File: src/rtl/ctrl_pkg.sv
// Shared definitions for the control sequencer of the 8-bit bus machine.
// Contents:
//   - opcode constants (upper nibble of the instruction register)
//   - sequencer mode and decoded state encodings
//   - the control word struct and its all-inactive default
//   - decode_state(): maps sequencer mode + ring position onto a single state
package ctrl_pkg;

    localparam int unsigned TStates = 6;

    localparam logic [3:0] OpLda = 4'b0000;
    localparam logic [3:0] OpAdd = 4'b0001;
    localparam logic [3:0] OpSub = 4'b0010;
    localparam logic [3:0] OpSta = 4'b0011;
    localparam logic [3:0] OpJmp = 4'b0100;
    localparam logic [3:0] OpOut = 4'b1110;
    localparam logic [3:0] OpHlt = 4'b1111;

    // Registered sequencer mode; the T-state position lives in the ring counter.
    typedef enum logic [1:0] {
        ModeClr,
        ModeRun,
        ModeHalt
    } mode_e;

    typedef enum logic [2:0] {
        StClr,
        StT1,
        StT2,
        StT3,
        StT4,
        StT5,
        StT6,
        StHalt
    } state_e;

    typedef struct packed {
        logic pc_clr;
        logic pc_inc;
        logic enable_pc;
        logic load_pc;
        logic load_mar_bar;
        logic ram_read_bar;
        logic ram_write_bar;
        logic enable_ram_bar;
        logic load_ir_bar;
        logic enable_ir_bar;
        logic load_a_bar;
        logic enable_a_bar;
        logic load_b_bar;
        logic add_sub_bar;
        logic enable_alu_bar;
        logic load_out_bar;
        logic halt;
    } ctrl_t;

    localparam ctrl_t CtrlIdle = '{
        pc_clr:         1'b0,
        pc_inc:         1'b0,
        enable_pc:      1'b0,
        load_pc:        1'b0,
        load_mar_bar:   1'b1,
        ram_read_bar:   1'b1,
        ram_write_bar:  1'b1,
        enable_ram_bar: 1'b1,
        load_ir_bar:    1'b1,
        enable_ir_bar:  1'b1,
        load_a_bar:     1'b1,
        enable_a_bar:   1'b1,
        load_b_bar:     1'b1,
        add_sub_bar:    1'b1,
        enable_alu_bar: 1'b1,
        load_out_bar:   1'b1,
        halt:           1'b0
    };

    function automatic state_e decode_state(input mode_e mode,
                                            input logic [TStates-1:0] ring);
        state_e st;
        st = StClr;
        unique case (mode)
            ModeClr:  st = StClr;
            ModeHalt: st = StHalt;
            ModeRun: begin
                unique case (ring)
                    6'b000001: st = StT1;
                    6'b000010: st = StT2;
                    6'b000100: st = StT3;
                    6'b001000: st = StT4;
                    6'b010000: st = StT5;
                    6'b100000: st = StT6;
                    default:   st = StClr;
                endcase
            end
            default: st = StClr;
        endcase
        return st;
    endfunction

endpackage

File: src/rtl/control_sequencer_ring_counter.sv
// One-hot T-state ring counter.
// Ports:
//   clk     - system clock
//   clr_bar - asynchronous active-low reset, clears the ring to all zeros
//   run     - high while instructions execute; low in CLR and HALT
//   ring    - one-hot T1..T6 position (bit0 = T1), all zeros while not running
module ring_counter #(
    parameter int unsigned Width = 6
) (
    input  logic             clk,
    input  logic             clr_bar,
    input  logic             run,
    output logic [Width-1:0] ring
);

    logic [Width-1:0] ring_q, ring_d;

    // While idle the ring is pre-armed at T1 so the first running cycle is T1.
    always_comb begin
        ring_d = {{(Width-1){1'b0}}, 1'b1};
        if (run) begin
            ring_d = {ring_q[Width-2:0], ring_q[Width-1]};
        end
    end

    always_ff @(posedge clk or negedge clr_bar) begin
        if (!clr_bar) begin
            ring_q <= '0;
        end else begin
            ring_q <= ring_d;
        end
    end

    // The pre-armed value must not be visible in CLR or HALT.
    assign ring = run ? ring_q : '0;

endmodule

File: src/rtl/control_sequencer.sv
// Control sequencer: fetches and executes instructions for the 8-bit bus machine by
// producing every load/enable/clear/increment strobe from the current T-state and opcode.
// Ports:
//   clk, clr_bar              - clock and asynchronous active-low reset (forces CLR)
//   opcode[3:0]               - instruction register upper nibble, used in T4..T6 only
//   pc_clr, pc_inc, enable_pc, load_pc          - program counter strobes (active high)
//   load_mar_bar                                - MAR load (active low)
//   ram_read_bar, ram_write_bar, enable_ram_bar - RAM strobes (active low)
//   load_ir_bar, enable_ir_bar                  - instruction register strobes (active low)
//   load_a_bar, enable_a_bar, load_b_bar        - A/B register strobes (active low)
//   add_sub_bar, enable_alu_bar                 - ALU mode (1 = add) and drive (active low)
//   load_out_bar                                - output register load (active low)
//   halt                                        - high once HLT has executed
//   t_state[5:0]                                - one-hot T1..T6, zero in CLR and HALT
module control_sequencer
    import ctrl_pkg::*;
#(
    parameter int unsigned T_STATES = 6  // fixed at 6 in this version
) (
    input  logic                clk,
    input  logic                clr_bar,
    input  logic [3:0]          opcode,
    output logic                pc_clr,
    output logic                pc_inc,
    output logic                enable_pc,
    output logic                load_pc,
    output logic                load_mar_bar,
    output logic                ram_read_bar,
    output logic                ram_write_bar,
    output logic                enable_ram_bar,
    output logic                load_ir_bar,
    output logic                enable_ir_bar,
    output logic                load_a_bar,
    output logic                enable_a_bar,
    output logic                load_b_bar,
    output logic                add_sub_bar,
    output logic                enable_alu_bar,
    output logic                load_out_bar,
    output logic                halt,
    output logic [T_STATES-1:0] t_state
);

    mode_e               mode_q, mode_d;
    logic                run;
    logic [T_STATES-1:0] ring;
    state_e              state;
    ctrl_t               ctrl;

    assign run = (mode_q == ModeRun);

    ring_counter #(
        .Width(T_STATES)
    ) u_ring_counter (
        .clk    (clk),
        .clr_bar(clr_bar),
        .run    (run),
        .ring   (ring)
    );

    assign state   = decode_state(mode_q, ring);
    assign t_state = ring;

    always_comb begin
        mode_d = mode_q;
        unique case (mode_q)
            ModeClr:  mode_d = ModeRun;
            ModeRun: begin
                if (state == StT4 && opcode == OpHlt) begin
                    mode_d = ModeHalt;
                end
            end
            ModeHalt: mode_d = ModeHalt;  // only reset leaves HALT
            default:  mode_d = ModeClr;
        endcase
    end

    always_ff @(posedge clk or negedge clr_bar) begin
        if (!clr_bar) begin
            mode_q <= ModeClr;
        end else begin
            mode_q <= mode_d;
        end
    end

    // Moore decode of state and opcode; anything not set stays inactive.
    always_comb begin
        ctrl = CtrlIdle;
        unique case (state)
            StClr: ctrl.pc_clr = 1'b1;
            StT1: begin
                ctrl.enable_pc    = 1'b1;
                ctrl.load_mar_bar = 1'b0;
            end
            StT2: ctrl.pc_inc = 1'b1;
            StT3: begin
                ctrl.enable_ram_bar = 1'b0;
                ctrl.ram_read_bar   = 1'b0;
                ctrl.load_ir_bar    = 1'b0;
            end
            StT4: begin
                unique case (opcode)
                    OpLda, OpAdd, OpSub, OpSta: begin
                        ctrl.enable_ir_bar = 1'b0;
                        ctrl.load_mar_bar  = 1'b0;
                    end
                    OpJmp: begin
                        ctrl.enable_ir_bar = 1'b0;
                        ctrl.load_pc       = 1'b1;
                    end
                    OpOut: begin
                        ctrl.enable_a_bar = 1'b0;
                        ctrl.load_out_bar = 1'b0;
                    end
                    OpHlt:   ctrl.halt = 1'b1;
                    default: ;
                endcase
            end
            StT5: begin
                unique case (opcode)
                    OpLda: begin
                        ctrl.ram_read_bar   = 1'b0;
                        ctrl.enable_ram_bar = 1'b0;
                        ctrl.load_a_bar     = 1'b0;
                    end
                    OpAdd, OpSub: begin
                        ctrl.ram_read_bar   = 1'b0;
                        ctrl.enable_ram_bar = 1'b0;
                        ctrl.load_b_bar     = 1'b0;
                    end
                    OpSta: begin
                        ctrl.enable_a_bar  = 1'b0;
                        ctrl.ram_write_bar = 1'b0;
                    end
                    default: ;
                endcase
            end
            StT6: begin
                unique case (opcode)
                    OpAdd: begin
                        ctrl.enable_alu_bar = 1'b0;
                        ctrl.load_a_bar     = 1'b0;
                        ctrl.add_sub_bar    = 1'b1;
                    end
                    OpSub: begin
                        ctrl.enable_alu_bar = 1'b0;
                        ctrl.load_a_bar     = 1'b0;
                        ctrl.add_sub_bar    = 1'b0;
                    end
                    default: ;
                endcase
            end
            StHalt:  ctrl.halt = 1'b1;
            default: ;
        endcase
    end

    assign pc_clr         = ctrl.pc_clr;
    assign pc_inc         = ctrl.pc_inc;
    assign enable_pc      = ctrl.enable_pc;
    assign load_pc        = ctrl.load_pc;
    assign load_mar_bar   = ctrl.load_mar_bar;
    assign ram_read_bar   = ctrl.ram_read_bar;
    assign ram_write_bar  = ctrl.ram_write_bar;
    assign enable_ram_bar = ctrl.enable_ram_bar;
    assign load_ir_bar    = ctrl.load_ir_bar;
    assign enable_ir_bar  = ctrl.enable_ir_bar;
    assign load_a_bar     = ctrl.load_a_bar;
    assign enable_a_bar   = ctrl.enable_a_bar;
    assign load_b_bar     = ctrl.load_b_bar;
    assign add_sub_bar    = ctrl.add_sub_bar;
    assign enable_alu_bar = ctrl.enable_alu_bar;
    assign load_out_bar   = ctrl.load_out_bar;
    assign halt           = ctrl.halt;

endmodule

File: config.mk
export PLATFORM = sky130hd
export DESIGN_NAME = control_sequencer
export DESIGN_NICKNAME = d
export VERILOG_FILES = /design/src/rtl/ctrl_pkg.sv /design/src/rtl/control_sequencer_ring_counter.sv /design/src/rtl/control_sequencer.sv
export SDC_FILE = /design/constraint.sdc
export NUM_CORES = 1
export LEC_CHECK = 0
export CELL_PAD_IN_SITES_DETAIL_PLACEMENT = 1
export CELL_PAD_IN_SITES_GLOBAL_PLACEMENT = 2
export CORE_ASPECT_RATIO = 0.6
export CORE_MARGIN = 8
export CORE_UTILIZATION = 26
export CTS_BUF_LIST = sky130_fd_sc_hd__clkbuf_8
export DETAILED_ROUTE_END_ITERATION = 10
export HOLD_SLACK_MARGIN = 0.15
export PLACE_DENSITY_LB_ADDON = 0.1
export SYNTH_ARGS = -nofsm -noshare
export SYNTH_HDL_FRONTEND = slang
export SYNTH_HIERARCHICAL = 1
export SYNTH_SLANG_ARGS = --single-unit
File: constraint.sdc
create_clock -name clk -period 5.5 [get_ports clk]
set_input_delay 1.65 -clock clk [delete_from_list [all_inputs] [get_ports clk]]
set_output_delay 1.65 -clock clk [all_outputs]
set_load 0.02 [all_outputs]
# Yosys cells after proc, flatten, opt, wreduce, memory -nomap -nowiden
# Index checks and enable logic that the tools add are counted.
# W data, S select, Z words.
[totals]
inputBits = 6
wordCells = 63
output_inout_bits = 23
register_bits = 8
[op_classes]
n_eq_ne = 22
n_reduce_logical = 8
n_mux = 31
[op_table]
columns = ["operator", "count"]
rows = [
  ["$mux W1", 18],
  ["$pmux W3 S6", 1],
  ["$eq A3 B3 Y1 const B", 4],
  ["$mux W6", 2],
  ["$pmux W1 S2", 5],
  ["$eq A4 B2 Y1 const B", 2],
  ["$eq A4 B4 Y1 const B", 2],
  ["$eq A3 B2 Y1 const B", 2],
  ["$eq A6 B1 Y1 const B", 1],
  ["$eq A6 B2 Y1 const B", 1],
  ["$eq A6 B3 Y1 const B", 1],
  ["$eq A6 B4 Y1 const B", 1],
  ["$eq A6 B5 Y1 const B", 1],
  ["$eq A6 B6 Y1 const B", 1],
  ["$pmux W2 S3", 1],
  ["$pmux W3 S2", 1],
  ["$reduce_or A5 Y1", 1],
  ["$eq A4 B1 Y1 const B", 1],
  ["$eq A4 B3 Y1 const B", 1],
  ["$logic_not A4 Y1", 1],
  ["$mux W2", 2],
  ["$pmux W2 S2", 1],
  ["$reduce_or A4 Y1", 1],
  ["$eq A3 B1 Y1 const B", 1],
  ["other kinds (8)", 8],
]

# Depth between registers and ports, before layout
[depth]
word_depth = 9
depth_mapped = 9
mapped_depth_nobuf = 8

# By module
# Netlist, hierarchy kept.
[by_module_without_submodules]
columns = ["mod", "area_each_um2", "seq_area_each_um2", "cells_per_inst", "instances"]
rows = [
  ["control_sequencer", 508.0, 50.0, 72, 1],
  ["ring_counter", 231.5, 150.1, 18, 1],
]

# Least setup slack after synthesis
# OpenSTA, ideal clock, no wires.
[synth_path]
path_type = "in2out"
start = "input port opcode[2]"
end = "output port ram_read_bar"
setup_slack_ns = 1.016
path_stages = 5
required_time_ns = 3.850
arrival_ns = 2.834
path_buffers = 1
path_cell_list = "nor2_1 -> inv_1 -> nor4_2 -> a21boi_0 -> buf_4"
[synth_via]
elab_chain_len = 4
elab_cells_between_ends = 6
classes_between = "eq/ne: 2; mux: 2; reduce/logical: 2"
[synth_rtl]
columns = ["element", "line", "text"]
rows = [
  ["start, declared", "control_sequencer.sv:22", "input logic [3:0] opcode,"],
  ["$eq A4 B2 Y1 (tied with other cells)", "-", ""],
  ["$reduce_or A3 Y1 (no source line) (*)", "-", ""],
  ["$mux W1 (*)", "-", ""],
  ["$pmux W1 S2 (*)", "-", ""],
  ["end, declared", "control_sequencer.sv:28", "output logic ram_read_bar,"],
]
# Every way passes the cells marked *; elsewhere a longest branch is shown, timed or not.

# Worst setup path after layout
[layout_path]
start = "input port opcode[2]"
end = "output port enable_a_bar"
[layout_via]
elab_chain_len = 3
elab_cells_between_ends = 5
classes_between = "eq/ne: 2; mux: 3"
[layout_rtl]
columns = ["element", "line", "text"]
rows = [
  ["$eq A4 B2 Y1 / $eq A4 B4 Y1 (equally long branches)", "control_sequencer.sv:119, control_sequencer.sv:101", ""],
  ["$mux W1, on equally long branches", "control_sequencer.sv:119, control_sequencer.sv:101", ""],
  ["$pmux W1 S2 (*)", "control_sequencer.sv:88", "unique case (state)"],
  ["end, declared", "control_sequencer.sv:34", "output logic enable_a_bar,"],
]
# Marks and branches as above.

==> impl_results.md <==
* Outcome: finished clean
* Ys flop type: dfrtp_1
* CTS Hold Bufs at 0
* DR vias at 729
* CTS Buf Count at 3
* Post-route antenna net violation count at 0
* RR Endpoint: mode_q[0]
* DIE HEIGHT at 57.31 um
* Post-Syn Nets at 99
* WL/cell at 15.40 um
* Clk slew on worst S/H paths at 0.04 ns
* Clock sinks at 8
* Antenna cells at 0
* Worst vdd ir at 0.07791 mV
* Cell row count at 15
* DRT met1 WL at 1184 um
* CP startpoint: opcode[2]
* Final worst path period need at 5.292 ns
* Crit path to: enable_a_bar
* First-pass GRT wire length at 3857 um
* Core area at 2796 um^2
* IO Count at 29
* GRT Total Usage at 10.06%
* Routability cong. at 0.7441
* Post-DR vias/cell at 4.893
* Maximum clock rate at 0.1890 GHz
* Fraction of layout cells with a size suffix above 1 at 8.696%
* Reg2reg start: mode_q[1]
* # H-tree levels at 1
* Post-detail-place hpwl at 1868 um
* Commonest cells after routing, fill and taps aside: clkdlybuf4s50_1 (28), nand2_1 (11), dfrtp_1 (8)
* TNS Setup at 0 ns
* Largest net degree at the start of global routing at 12
* Register area share after synthesis at 27.07%
* Slew @ Worst Pin at 0.4384 ns
* Fill cells at 323
* Clk_lat worst skew at 0.22 ns
* Die width at 84.85 um
* Crit path DAT at 3.64 ns
* Met3 WL post-DR at 167 um
* Global route total overflow at 0
* Initial antenna violation count at 0
* Design Power at 139.6 uW
* # port buffers at 28
* Most common cell after layout, fill and taps aside: clkdlybuf4s50_1
* EDFF count, synth at 0
* Crit end category: output port
* First-pass DRT Iterations at 4
* Syn Area/Cell at 8.216 um^2
* Syn Inst Count at 90
* Worst R2R Path Depth at 8
* Yosys Warn Count at 6
* DR iter-0 viols at 28
* Fin crit share at 96.22%
* Flop2flop setup slack at 2.84 ns
* Slew Viols, Final at 0
* Area used by multi-input combinational logic at 480.5 um^2
* Register Area at 200.2 um^2
* LEAKAGE at 0.0004425 uW
* Async SR Flop Fraction at 100.0%
* Layout Nets at 126
* Critical path type: primary input to output port
* Max-cap violations at 0
* Synthesized flop and latch total at 8
* CTS tree: built
* Synth top area cells: dfrtp_1 (27%), buf_4 (6.1%), and2_1 (5.9%)
* Final Hold Fails at 0
* Post-synth cell types at 35
* DRC at 0
* Area leader, netlist: dfrtp_1
* Drt total wl at 2295 um
* Worst Setup Start Kind: primary input
* Die Area at 4863 um^2
* Clock root buffer: clkbuf_8
* Worst Hold Class: register to register
* Power Dens Cells at 129.8 nW/um^2
* Area share of the largest cell type after synthesis at 27.07%
* Core Util, Final at 38.43%
* Clock Skews at 0.0001531 ns
* Final setup violation count at 0
* Vias in the first global route at 794
* Met2 WL post-DR at 907 um
* Worst endpoint required time at 3.85 ns
* Clk buf depth at 2
* RSZ-0062 raised after global routing: no
* Slew headroom at 70.02%
* Post-Syn Area at 739.5 um^2
* Starting density of the core at 26.44%
* CP max FO at 5
* Area grow syn2layout at 45.35%
* DR top layer: met4
critical path, cell delays in order:
cell and delay (ns):
clkdlybuf4s50_1 0.47, nor2_1 0.23, inv_1 0.11, nor4_4 0.38
and2_1 0.18, o21ai_0 0.07, clkdlybuf4s50_1 0.54
worst min path at each step:
| stage | from | end | slack (ns) | cells after the start |
|---|---|---|---|---|
| after floorplan | u_ring_counter/ring_q[5] | u_ring_counter/ring_q[0] | 0.43 | 1 |
| after global placement | u_ring_counter/ring_q[5] | u_ring_counter/ring_q[0] | 0.43 | 1 |
| after detailed placement | u_ring_counter/ring_q[5] | u_ring_counter/ring_q[0] | 0.44 | 1 |
| after CTS | u_ring_counter/ring_q[5] | u_ring_counter/ring_q[0] | 0.45 | 1 |
| after global routing | u_ring_counter/ring_q[5] | u_ring_counter/ring_q[0] | 0.48 | 1 |
| final | u_ring_counter/ring_q[5] | u_ring_counter/ring_q[0] | 0.45 | 1 |
power by group:
| group | switching [uW] | internal, uW |
|---|---|---|
| Clock | 21.1 | 47.2 |
| Sequential | 0 | 59.2 |
| Combinational | 6.75 | 5.37 |
| Total | 27.8 | 112 |
cell usage after synthesis, types with 2 or more instances:
master,instances
nand2_1,11
dfrtp_1,8
and2_1,7
buf_4,6
nor3_1,5
inv_1,4
nand2b_1,4
nor2_1,4
nor4_1,4
o21ai_0,4
ha_1,3
xor2_1,3
a21oi_1,2
clkbuf_1,2
nand3_1,2
or2_1,2
repair_timing:
item,in CTS,in global routing
endpoints found under the setup margin,0,3
gates resized for setup,0,1
buffers inserted,0,0
through the flow:
stage	cell area (um^2)	worst slack, ns	hold WS, ns	std cells
2_1_floorplan	739.5	1.016	0.4259	90
3_3_place_gp	1025	0.1704	0.4346	146
3_5_place_dp	1025	0.1341	0.4412	146
4_1_cts	1066	0.1260	0.4497	149
5_1_grt	1075	0.07571	0.4844	149
6_report	1075	0.2081	0.4481	149
routing by layer:
| metal | track usage (%) | up-vias |
|---|---|---|
| li1 | - | 367 |
| met1 | 12.57 | 338 |
| met2 | 14.72 | 20 |
| met3 | 4.149 | 4 |
| met4 | 4.523 | 0 |
| met5 | 0 | - |
sequential cells by signal (all words and copies together), names as in the netlist:
name                   flops
u_ring_counter/ring_q      6
mode_q                     2
area by class of cell:
| class | count | area share, % |
|---|---|---|
| multi-input combinational | 70 | 44.70 |
| clock buffer | 3 | 3.842 |
| tap | 34 | 3.958 |
| timing repair buffer | 30 | 27.47 |
| inverter | 4 | 1.397 |
| sequential | 8 | 18.63 |
cells by family after synthesis:
kind of cell,count (synthesis),share of synthesized area [%]
and+or+nand+nor,46,35.02
AOI/OAI and AO/OA,15,15.57
xor gates and xnor gates,4,4.739
muxes,2,3.384
buffers and inverters,12,9.136
DFF,8,27.07
adders and majority gates,3,5.077
Power figures use the tool's default switching activity.
